[src/rtl/tdm_demux_pkg.sv]
// Shared constants and state encoding for the 4-slot TDM receive demultiplexer.
package tdm_demux_pkg;
  localparam int NUM_LANES = 4;
  localparam int SLOT_W    = 2;

  typedef enum logic {
    HUNT   = 1'b0,
    LOCKED = 1'b1
  } state_t;
endpackage

[src/rtl/tdm_demux4_decoder.sv]
// 2-to-4 one-hot decoder with enable; selects which lane a beat is written into.
module demux_decoder
  import tdm_demux_pkg::*;
(
  input  logic                 address0,
  input  logic                 address1,
  input  logic                 en,
  output logic [NUM_LANES-1:0] sel
);
  logic [SLOT_W-1:0] address;

  assign address = {address1, address0};

  for (genvar gi = 0; gi < NUM_LANES; gi++) begin : g_sel
    assign sel[gi] = en && (address == SLOT_W'(gi));
  end
endmodule

[src/rtl/tdm_demux4.sv]
// Splits a 4-slot TDM stream (sync on slot 0) into four lane registers that are
// published together with a one-cycle frame_valid pulse once a frame is complete.
module tdm_demux4
  import tdm_demux_pkg::*;
#(
  parameter int WIDTH = 8
) (
  input  logic                 clk,
  input  logic                 rst_n,
  input  logic                 valid_in,
  input  logic                 sync_in,
  input  logic [WIDTH-1:0]     data_in,
  output logic [WIDTH-1:0]     out0,
  output logic [WIDTH-1:0]     out1,
  output logic [WIDTH-1:0]     out2,
  output logic [WIDTH-1:0]     out3,
  output logic                 frame_valid,
  output logic [NUM_LANES-1:0] lane_strobe,
  output logic                 locked,
  output logic                 sync_err
);
  state_t               state_reg;
  logic [SLOT_W-1:0]    slot_reg;
  // Lane 3 never needs holding: its beat goes straight into out3 with the frame.
  logic [WIDTH-1:0]     stage_reg [NUM_LANES-1];
  logic [WIDTH-1:0]     out_reg   [NUM_LANES];
  logic                 frame_valid_reg;
  logic                 sync_err_reg;
  logic [NUM_LANES-1:0] lane_strobe_reg;

  logic [SLOT_W-1:0]    wr_addr;
  logic                 wr_en;
  logic [NUM_LANES-1:0] wr_sel;

  // Any sync beat restarts at slot 0; a sync-less beat at slot 0 is a violation and is dropped.
  always_comb begin
    wr_addr = sync_in ? '0 : slot_reg;
    wr_en   = 1'b0;
    if (valid_in) begin
      if (state_reg == HUNT) wr_en = sync_in;
      else                   wr_en = sync_in || (slot_reg != '0);
    end
  end

  demux_decoder u_decoder (
    .address0 (wr_addr[0]),
    .address1 (wr_addr[1]),
    .en       (wr_en),
    .sel      (wr_sel)
  );

  always_ff @(posedge clk or negedge rst_n) begin
    if (!rst_n) begin
      state_reg       <= HUNT;
      slot_reg        <= '0;
      frame_valid_reg <= 1'b0;
      sync_err_reg    <= 1'b0;
      lane_strobe_reg <= '0;
      for (int i = 0; i < NUM_LANES - 1; i++) stage_reg[i] <= '0;
      for (int i = 0; i < NUM_LANES; i++)     out_reg[i]   <= '0;
    end else begin
      frame_valid_reg <= 1'b0;
      sync_err_reg    <= 1'b0;
      lane_strobe_reg <= wr_sel;

      for (int i = 0; i < NUM_LANES - 1; i++) begin
        if (wr_sel[i]) stage_reg[i] <= data_in;
      end

      if (wr_sel[NUM_LANES-1]) begin
        for (int i = 0; i < NUM_LANES - 1; i++) out_reg[i] <= stage_reg[i];
        out_reg[NUM_LANES-1] <= data_in;
        frame_valid_reg      <= 1'b1;
      end

      if (valid_in) begin
        case (state_reg)
          HUNT: begin
            if (sync_in) begin
              state_reg <= LOCKED;
              slot_reg  <= SLOT_W'(1);
            end
          end
          LOCKED: begin
            if (sync_in) begin
              sync_err_reg <= (slot_reg != '0);
              slot_reg     <= SLOT_W'(1);
            end else if (slot_reg == '0) begin
              sync_err_reg <= 1'b1;
              state_reg    <= HUNT;
            end else begin
              slot_reg <= slot_reg + SLOT_W'(1);
            end
          end
          default: begin
            state_reg <= HUNT;
            slot_reg  <= '0;
          end
        endcase
      end
    end
  end

  assign out0        = out_reg[0];
  assign out1        = out_reg[1];
  assign out2        = out_reg[2];
  assign out3        = out_reg[3];
  assign frame_valid = frame_valid_reg;
  assign sync_err    = sync_err_reg;
  assign lane_strobe = lane_strobe_reg;
  assign locked      = (state_reg == LOCKED);
endmodule

[config.mk]
export PLATFORM = sky130hd
export DESIGN_NAME = tdm_demux4
export DESIGN_NICKNAME = d
export VERILOG_FILES = /design/src/rtl/tdm_demux_pkg.sv /design/src/rtl/tdm_demux4_decoder.sv /design/src/rtl/tdm_demux4.sv
export SDC_FILE = /design/constraint.sdc
export NUM_CORES = 1
export LEC_CHECK = 0
export BUFFER_PORTS_ARGS = -buffer_cell sky130_fd_sc_hd__buf_2
export CAP_MARGIN = 15
export CELL_PAD_IN_SITES_DETAIL_PLACEMENT = 1
export CELL_PAD_IN_SITES_GLOBAL_PLACEMENT = 1
export CORE_MARGIN = 2
export CORE_UTILIZATION = 40
export DETAILED_ROUTE_END_ITERATION = 8
export GPL_ROUTABILITY_DRIVEN = 0
export HOLD_SLACK_MARGIN = 0.15
export PLACE_DENSITY_LB_ADDON = 0.25
export SETUP_SLACK_MARGIN = 0.5
export SLEW_MARGIN = 25
export SYNTH_ARGS = -nofsm -noshare
export SYNTH_HDL_FRONTEND = slang
export SYNTH_SLANG_ARGS = --single-unit
[constraint.sdc]
create_clock -name clk -period 4.2 [get_ports clk]
set_clock_uncertainty 0.1 [all_clocks]
set_input_delay 0.42 -clock clk [delete_from_list [all_inputs] [get_ports clk]]
set_output_delay 0.42 -clock clk [all_outputs]
set_load 0.01 [all_outputs]
==> Word-level counts from Yosys, hierarchy flattened <==
Cells that the tools add are included.
{ "word_totals": {"reg_bits": 65, "in_bits": 12, "output_inout_bits": 39, "elab_cells": 44} }
{ "op_classes": {"n_addsub": 1, "n_eq_ne": 5, "n_mux": 16, "n_bitwise": 1, "reduce_logical": 9} }
{ "op_table": {"columns": ["op", "count"], "rows": [
  ["1-bit two-way mux", 10],
  ["2-bit two-way mux", 4],
  ["2-bit equality test, second input constant", 2],
  ["1-bit logical AND", 4],
  ["2-bit zero test", 2],
  ["2-bit case mux with 2 select lines", 1],
  ["3-bit inequality test, second input constant", 1],
  ["3-bit AND reduction", 1],
  ["2-bit by 1-bit adder with 2-bit output, second input constant", 1],
  ["2-bit by 1-bit equality test with 1-bit output, second input constant", 1],
  ["2-bit inequality test, second input constant", 1],
  ["1-bit case mux with 2 select lines", 1],
  ["2-bit nonzero test", 1],
  ["1-bit logical OR", 1],
  ["1-bit NOT", 1]
]} }

==> Longest topological paths before layout <==
Gate-level depths: netlist of run 1.
{ "depth": {"depth_word": 6, "depth_mapped": 8, "mapped_depth_nobuf": 6} }

==> Cells and area by module <==
From an unflattened synthesis of run 1, not the netlist that was laid out.
{ "unflattened": {"cells_unflattened": 150, "area_unflattened_um2": 2587.5} }
{ "by_module_without_submodules": {"columns": ["module", "instances", "cells_per_inst", "area_each_um2"], "rows": [
  ["tdm_demux4", 1, 146, 2549.9],
  ["demux_decoder", 1, 4, 37.5]
]} }

==> Worst setup path after synthesis of run 1 <==
Ideal clock, no wire load.
{ "synth_path": {"path_kind": "register -> register", "from": "register slot_reg[0]", "to": "register out_reg, in the netlist out0[1]", "setup_ns": 0.125, "arrival_ns": 1.978, "setup_slack_ns": 1.997, "stages_incl_launch_ff": 9, "path_buffers": 2, "synth_period_minus_slack_ns": 2.203, "path_cell_list": "dfrtp_1 > inv_1 > ha_1 > ha_1 > and4bb_4 > and3_4 > buf_6 > buf_12 > mux2_4"} }
{ "synth_via": {"elab_chain_len": 5} }
{ "synth_lines": {"columns": ["item", "line_no", "source"], "rows": [
  ["start: declaration", "tdm_demux4.sv:23", "logic [SLOT_W-1:0] slot_reg;"],
  ["start signal: assignment", "tdm_demux4.sv:92", "slot_reg <= slot_reg + SLOT_W'(1);"],
  ["2-bit nonzero test", "tdm_demux4.sv:41", "else wr_en = sync_in || (slot_reg != '0);"],
  ["1-bit logical OR", "tdm_demux4.sv:41", null],
  ["1-bit two-way mux", "tdm_demux4.sv:40", "if (state_reg == HUNT) wr_en = sync_in;"],
  ["1-bit two-way mux", "tdm_demux4.sv:39", "if (valid_in) begin"],
  ["1-bit logical AND *", "tdm_demux4_decoder.sv:15", "assign sel[gi] = en && (address == SLOT_W'(gi));"],
  ["end signal: indexed assignment", "tdm_demux4.sv:72", "out_reg[NUM_LANES-1] <= data_in;"],
  ["end: declaration", "tdm_demux4.sv:26", "logic [WIDTH-1:0] out_reg [NUM_LANES];"]
]} }
Mark *: on every way between the ends. The rest lies on a longest branch, timed or not.
A chain may end at the register's enable or synchronous reset.

==> Final worst setup path of run 1 <==
{ "layout_path": {"from": "register slot_reg[0]", "to": "register out_reg, in the netlist out1[5]"} }
The elaborated chain is that of the path after synthesis.

==> results.sh, run 1 <==
export IMPL_status="finished, final reports clean"
export IMPL_route_detailed_wl_per_inst_um=17.29
export IMPL_power_density_mw_per_mm2=762.9
export IMPL_regArea_mm2=0.001602
export IMPL_reg2reg_slack_ns=1.59
export IMPL_wirelength_um=5031
export IMPL_clockBufferDepth=2
export IMPL_synth_mux_area_frac=0.2841
export IMPL_hpwlAfterDp_um=3388
export IMPL_largest_reg_flops=24
export IMPL_hold_class="input port to flop"
export IMPL_vdd_drop_max_uv=319.1
export IMPL_place_area_mm2=0.002878
export IMPL_clkSinkCount=64
export IMPL_dp_slack_ns=1.573
export IMPL_antenna_cells=0
export IMPL_syn_nets=165
export IMPL_yosysWarnings=0
export IMPL_core_area_mm2=0.006314
export IMPL_grt_pass1_vias=1552
export IMPL_worstPathMaxFanout=33
export IMPL_via_per_inst=4.887
export IMPL_final_hold_violation_count=0
export IMPL_rsz0062_at_grt="no"
export IMPL_setup_viol_count_final=0
export IMPL_min_period_over_period=0.6212
export IMPL_finalNetCount=223
export IMPL_cap_violations=0
export IMPL_multi_input_area_um2=895.9
export IMPL_cp_required_ns=4.32
export IMPL_crit_type="flop to flop"
export IMPL_relSlewSlack=0.5605
export IMPL_design_die_area_mm2=0.007167
export IMPL_synthArstFlopShare=1.000
export IMPL_critPathArrivalTime_ns=2.73
export IMPL_min_path_cells=2
export IMPL_synth_top_flop_cell="dfrtp_1"
export IMPL_grt_pass1_wl_um=8514
export IMPL_path_clk_slew_ns=0.07
export IMPL_firstDrtPassIters=4
export IMPL_htree_levels=3
export IMPL_drv_slew=0
export IMPL_synth_xor_area_frac=0
export IMPL_postCtsSetupBuffers=0
export IMPL_end_kind="flop"
export IMPL_synth_seq_area_share=0.6154
export IMPL_grt_max_degree=37
export IMPL_syn_cell_area_mm2=0.002602
export IMPL_cts_buffers=9
export IMPL_tightest_slew_ns=0.6593
export IMPL_finalSetupTns_ns=0
export IMPL_clk_latency_ns=0.33
export IMPL_cts_root_buf="clkbuf_8"
export IMPL_gr_total_overflow=0
export IMPL_holdCritStartpoint="data_in[7]"
export IMPL_ys_ff_latch=64
export IMPL_min_to="out3[7]$_DFFE_PN0P_"
export IMPL_port_buffers=50
export IMPL_ant_nets=0
export IMPL_final_cells=291
export IMPL_n_fill_cell=651
export IMPL_synth_top_family_by_area="multiplexers"
export IMPL_drt_iter0_markers=52
export IMPL_ff2ff_path_depth=6
export IMPL_syn_area_per_cell_um2=17.24
export IMPL_hold_slack_ns=0.2629
export IMPL_p_leak_nw=1.595
export IMPL_fin_crit_ns=2.609
export IMPL_synth_compound_area_frac=0.01635
export IMPL_drive_above_1_share=0.5935
export IMPL_row_count=29
export IMPL_dp_cells=274
export IMPL_synth_adder_area_share=0.009615
export IMPL_io_pins=51
export IMPL_timing_rr_end="out1[5]$_DFFE_PN0P_"
export IMPL_synthSimpleGateAreaFrac=0.03413
export IMPL_startpoint_type="flop"
export IMPL_die_h_um=84.66
export IMPL_die_x_um=84.66
export IMPL_synth_cell_type_count=21
export IMPL_vias=1422
export IMPL_power_mw=2.381
export IMPL_cts_tree="done"
export IMPL_start_util=0.4122
export IMPL_fmax_mhz=383.3
export IMPL_final_util=0.4943
export IMPL_drc=0
export IMPL_synth_edf_count=0
export IMPL_timing_final_ws_setup_ns=1.591
export IMPL_area_growth_pct=19.90
export IMPL_rr_startpoint="slot_reg[0]$_DFFE_PN0P_"
export IMPL_fin_area_mm2=0.003120
export IMPL_syn_inst=151
export IMPL_antenna_found_initial=0
export IMPL_grt_use_total=0.1588
-- logic make-up after synthesis --
logic type      Yosys count
flops                    64
mux                      56
buf+inv                  12
simple gates             11
compound gates            6
fa+ha+maj                 2
-- report_power, final --
group	internal [mW]	switching, mW
logic	0.425	0.294
clock network	0.384	0.224
registers	0.891	0.164
total	1.70	0.681
-- critical path: stages (launching register included) --
cell	delay [ns]
dfrtp_1	0.44
inv_1	0.11
ha_1	0.25
ha_1	0.22
and4bb_4	0.37
and3_4	0.60
mux2_2	0.40
-- metal layers --
metal / routed length [µm] / part of all wire / global-route usage
met1: 2181 / 0.43 / 0.1936
met2: 2546 / 0.51 / 0.2541
met3: 206 / 0.041 / 0.05506
met4: 96 / 0.019 / 0.07359
met5: 0 / 0 / 0
-- Yosys cell counts (all sizes together), types with 2 or more instances --
library cell | n | area share
dfrtp | 64 | 0.62
mux2 | 56 | 0.28
inv | 7 | 0.010
buf | 5 | 0.030
nand2 | 3 | 0.0043
ha | 2 | 0.0096
nand3 | 2 | 0.0077
o21ai | 2 | 0.0038
-- layout make-up --
class | count | area share
clock buffer | 14 | 0.05533
clock inverter | 2 | 0.01925
multi-input combinational | 75 | 0.2871
sequential | 64 | 0.5132
timing repair buffer | 52 | 0.08581
inverter | 7 | 0.008420
tap | 77 | 0.03087
-- worst max-delay path by stage --
stage | from | to | cells after the start
CTS | slot_reg[0]$_DFFE_PN0P_ | out1[5]$_DFFE_PN0P_ | 6
finish | slot_reg[0]$_DFFE_PN0P_ | out1[5]$_DFFE_PN0P_ | 6
floorplan | slot_reg[0]$_DFFE_PN0P_ | out0[1]$_DFFE_PN0P_ | 8
global placement | slot_reg[0]$_DFFE_PN0P_ | out0[0]$_DFFE_PN0P_ | 6
global route | slot_reg[0]$_DFFE_PN0P_ | out1[5]$_DFFE_PN0P_ | 6
detailed placement | slot_reg[0]$_DFFE_PN0P_ | out0[0]$_DFFE_PN0P_ | 6
-- cell usage in the layout (no fill, tap or decap), drive strengths merged, types with 2 or more instances in the layout --
cell type	count
bufinv	2
inv	7
buf	51
clkbuf	14
ha	2
mux2	56
dfrtp	64
nand2	3
o21ai	2
nand3	2
-- repair_timing --
item / CTS / global route
hold endpoints to repair: 28 / 0
resized for setup: 0 / 0
hold buffers: 1 / 0
Power figures use the tool's default switching activity.
==> inputs of run 2 (changes only) <==
==> constraint.sdc (replaced) <==
create_clock -name clk -period 2.3 [get_ports clk]
set_clock_uncertainty 0.1 [all_clocks]
set_input_delay 0.23 -clock clk [delete_from_list [all_inputs] [get_ports clk]]
set_output_delay 0.23 -clock clk [all_outputs]
set_load 0.01 [all_outputs]
==> results.sh, run 2 (synthesized netlist as in run 1, its figures left out) <==
export IMPL_design_die_area_mm2=0.007167
export IMPL_start_util=0.4122
export IMPL_reg2reg_slack_ns=0.24
export IMPL_worstPathMaxFanout=5
export IMPL_cp_slowest_cell="dfrtp_2"
export IMPL_power_density_mw_per_mm2=1274
export IMPL_end_kind="flop"
export IMPL_ff2ff_path_depth=8
export IMPL_finalSetupTns_ns=0
export IMPL_dp_slack_ns=0.1175
export IMPL_clk_latency_ns=0.35
export IMPL_largest_reg_flops=24
export IMPL_hold_slack_ns=0.1597
export IMPL_timing_final_ws_setup_ns=0.2447
export IMPL_slowest_delay_ns=0.37
export IMPL_dp_cells=278
export IMPL_drt_iter0_markers=25
export IMPL_area_growth_pct=36.49
export IMPL_tightest_slew_ns=0.3663
export IMPL_min_period_over_period=0.8936
export IMPL_clockBufferDepth=2
export IMPL_grt_max_degree=29
export IMPL_cts_buffers=9
export IMPL_wirelength_um=6525
export IMPL_grt_pass1_wl_um=10380
export IMPL_final_util=0.5626
export IMPL_firstDrtPassIters=4
export IMPL_cap_violations=0
export IMPL_crit_chain="inv_2 > ha_4 > ha_4 > and4bb_4 > and3_4 > buf_12 > buf_16 > mux2_4"
export IMPL_cp_common_cell="ha_4"
export IMPL_drive_above_1_share=0.6534
export IMPL_path_clk_slew_ns=0.08
export IMPL_relSlewSlack=0.7558
export IMPL_cts_root_buf="clkbuf_8"
export IMPL_cts_tree="done"
export IMPL_die_x_um=84.66
export IMPL_timing_rr_end="out3[4]$_DFFE_PN0P_"
export IMPL_clkSinkCount=64
export IMPL_io_pins=51
export IMPL_crit_buf_inv=3
export IMPL_drc=0
export IMPL_gr_total_overflow=0
export IMPL_hold_class="input port to asynchronous set/reset pin"
export IMPL_critPathArrivalTime_ns=2.19
export IMPL_port_buffers=50
export IMPL_final_cells=328
export IMPL_cp_required_ns=2.43
export IMPL_grt_pass1_vias=1862
export IMPL_startpoint_type="flop"
export IMPL_final_cell_mix="dfrtp_1 (62), buf_2 (50), mux2_4 (30), mux2_2 (26), buf_4 (16)"
export IMPL_hpwlAfterDp_um=3652
export IMPL_fin_crit_ns=2.055
export IMPL_row_count=29
export IMPL_antenna_found_initial=0
export IMPL_setup_viol_count_final=0
export IMPL_final_hold_violation_count=0
export IMPL_drv_slew=0
export IMPL_antenna_cells=0
export IMPL_layout_commonest_cell="dfrtp_1"
export IMPL_finalNetCount=260
export IMPL_p_leak_nw=1.771
export IMPL_grt_use_total=0.1971
export IMPL_crit_type="flop to flop"
export IMPL_route_detailed_wl_per_inst_um=19.89
export IMPL_rsz0062_at_grt="yes"
export IMPL_status="finished, final reports clean"
export IMPL_htree_levels=3
export IMPL_critPathTopFamily="simple AND/OR/NAND/NOR gates"
export IMPL_ant_nets=0
export IMPL_via_per_inst=4.905
export IMPL_rr_startpoint="slot_reg[1]$_DFFE_PN0P_"
export IMPL_vias=1609
export IMPL_die_h_um=84.66
export IMPL_core_area_mm2=0.006314
export IMPL_fmax_mhz=486.6
export IMPL_vdd_drop_max_uv=510.3
-- run 2: cell types whose count changed in the layout (fill, tap and decap cells not counted), sizes merged --
cell,before,now
buf,51,77
dlygate4sd3,1,10
clkbuf,14,9
clkinv,0,4
bufinv,2,0
clkinvlp,0,2
nand3,2,4
inv,7,8
-- run 2: metrics by stage --
| step | instance area, µm² | total power [mW] |
|---|---|---|
| after floorplan | 2628 | 2.805 |
| after global placement | 2958 | 3.236 |
| after detailed placement | 2958 | 3.347 |
| after CTS | 3487 | 4.452 |
| after global routing | 3552 | 4.800 |
| final | 3552 | 4.526 |
-- run 2: what timing repair did --
| item | in CTS | in global routing |
|---|---|---|
| pin swaps | 4 | 1 |
| cloned | 4 | 0 |
| endpoints found under the setup margin | 55 | 58 |
| gates resized for setup | 14 | 3 |
| setup buffers | 13 | 7 |
| hold buffers | 10 | 0 |
| hold endpoints to repair | 98 | 0 |
-- run 2: routing by layer --
metal  share of wire  up-vias  global-route usage
met5               0        -                   0
met4           0.032        0              0.1212
met3           0.036       17             0.04031
met2            0.53       50              0.3350
met1            0.40      814              0.2276
li1                -      728                   -
-- run 2: area by class of cell --
type                       instances  area (µm²)
clock inverter                     7       47.55
sequential                        64        1604
multi-input combinational         77       988.4
inverter                           7       26.28
timing repair buffer              87       665.6
fill                             621        2761
clock buffer                       9       123.9
tap                               77       96.34
-- run 2: power by group --
group	switching, mW	internal, mW
combinational	0.720	1.01
clock	0.468	0.390
sequential	0.310	1.63
-- run 2: worst max-delay path by stage --
| stage | start | to | cells past startpoint |
|---|---|---|---|
| 2_1_floorplan | slot_reg[0]$_DFFE_PN0P_ | out0[1]$_DFFE_PN0P_ | 8 |
| 3_3_place_gp | slot_reg[0]$_DFFE_PN0P_ | out1[1]$_DFFE_PN0P_ | 7 |
| 3_5_place_dp | slot_reg[0]$_DFFE_PN0P_ | out0[0]$_DFFE_PN0P_ | 7 |
| 4_1_cts | slot_reg[0]$_DFFE_PN0P_ | out2[1]$_DFFE_PN0P_ | 8 |
| 5_1_grt | slot_reg[0]$_DFFE_PN0P_ | out2[1]$_DFFE_PN0P_ | 8 |
| 6_report | slot_reg[1]$_DFFE_PN0P_ | out3[4]$_DFFE_PN0P_ | 8 |
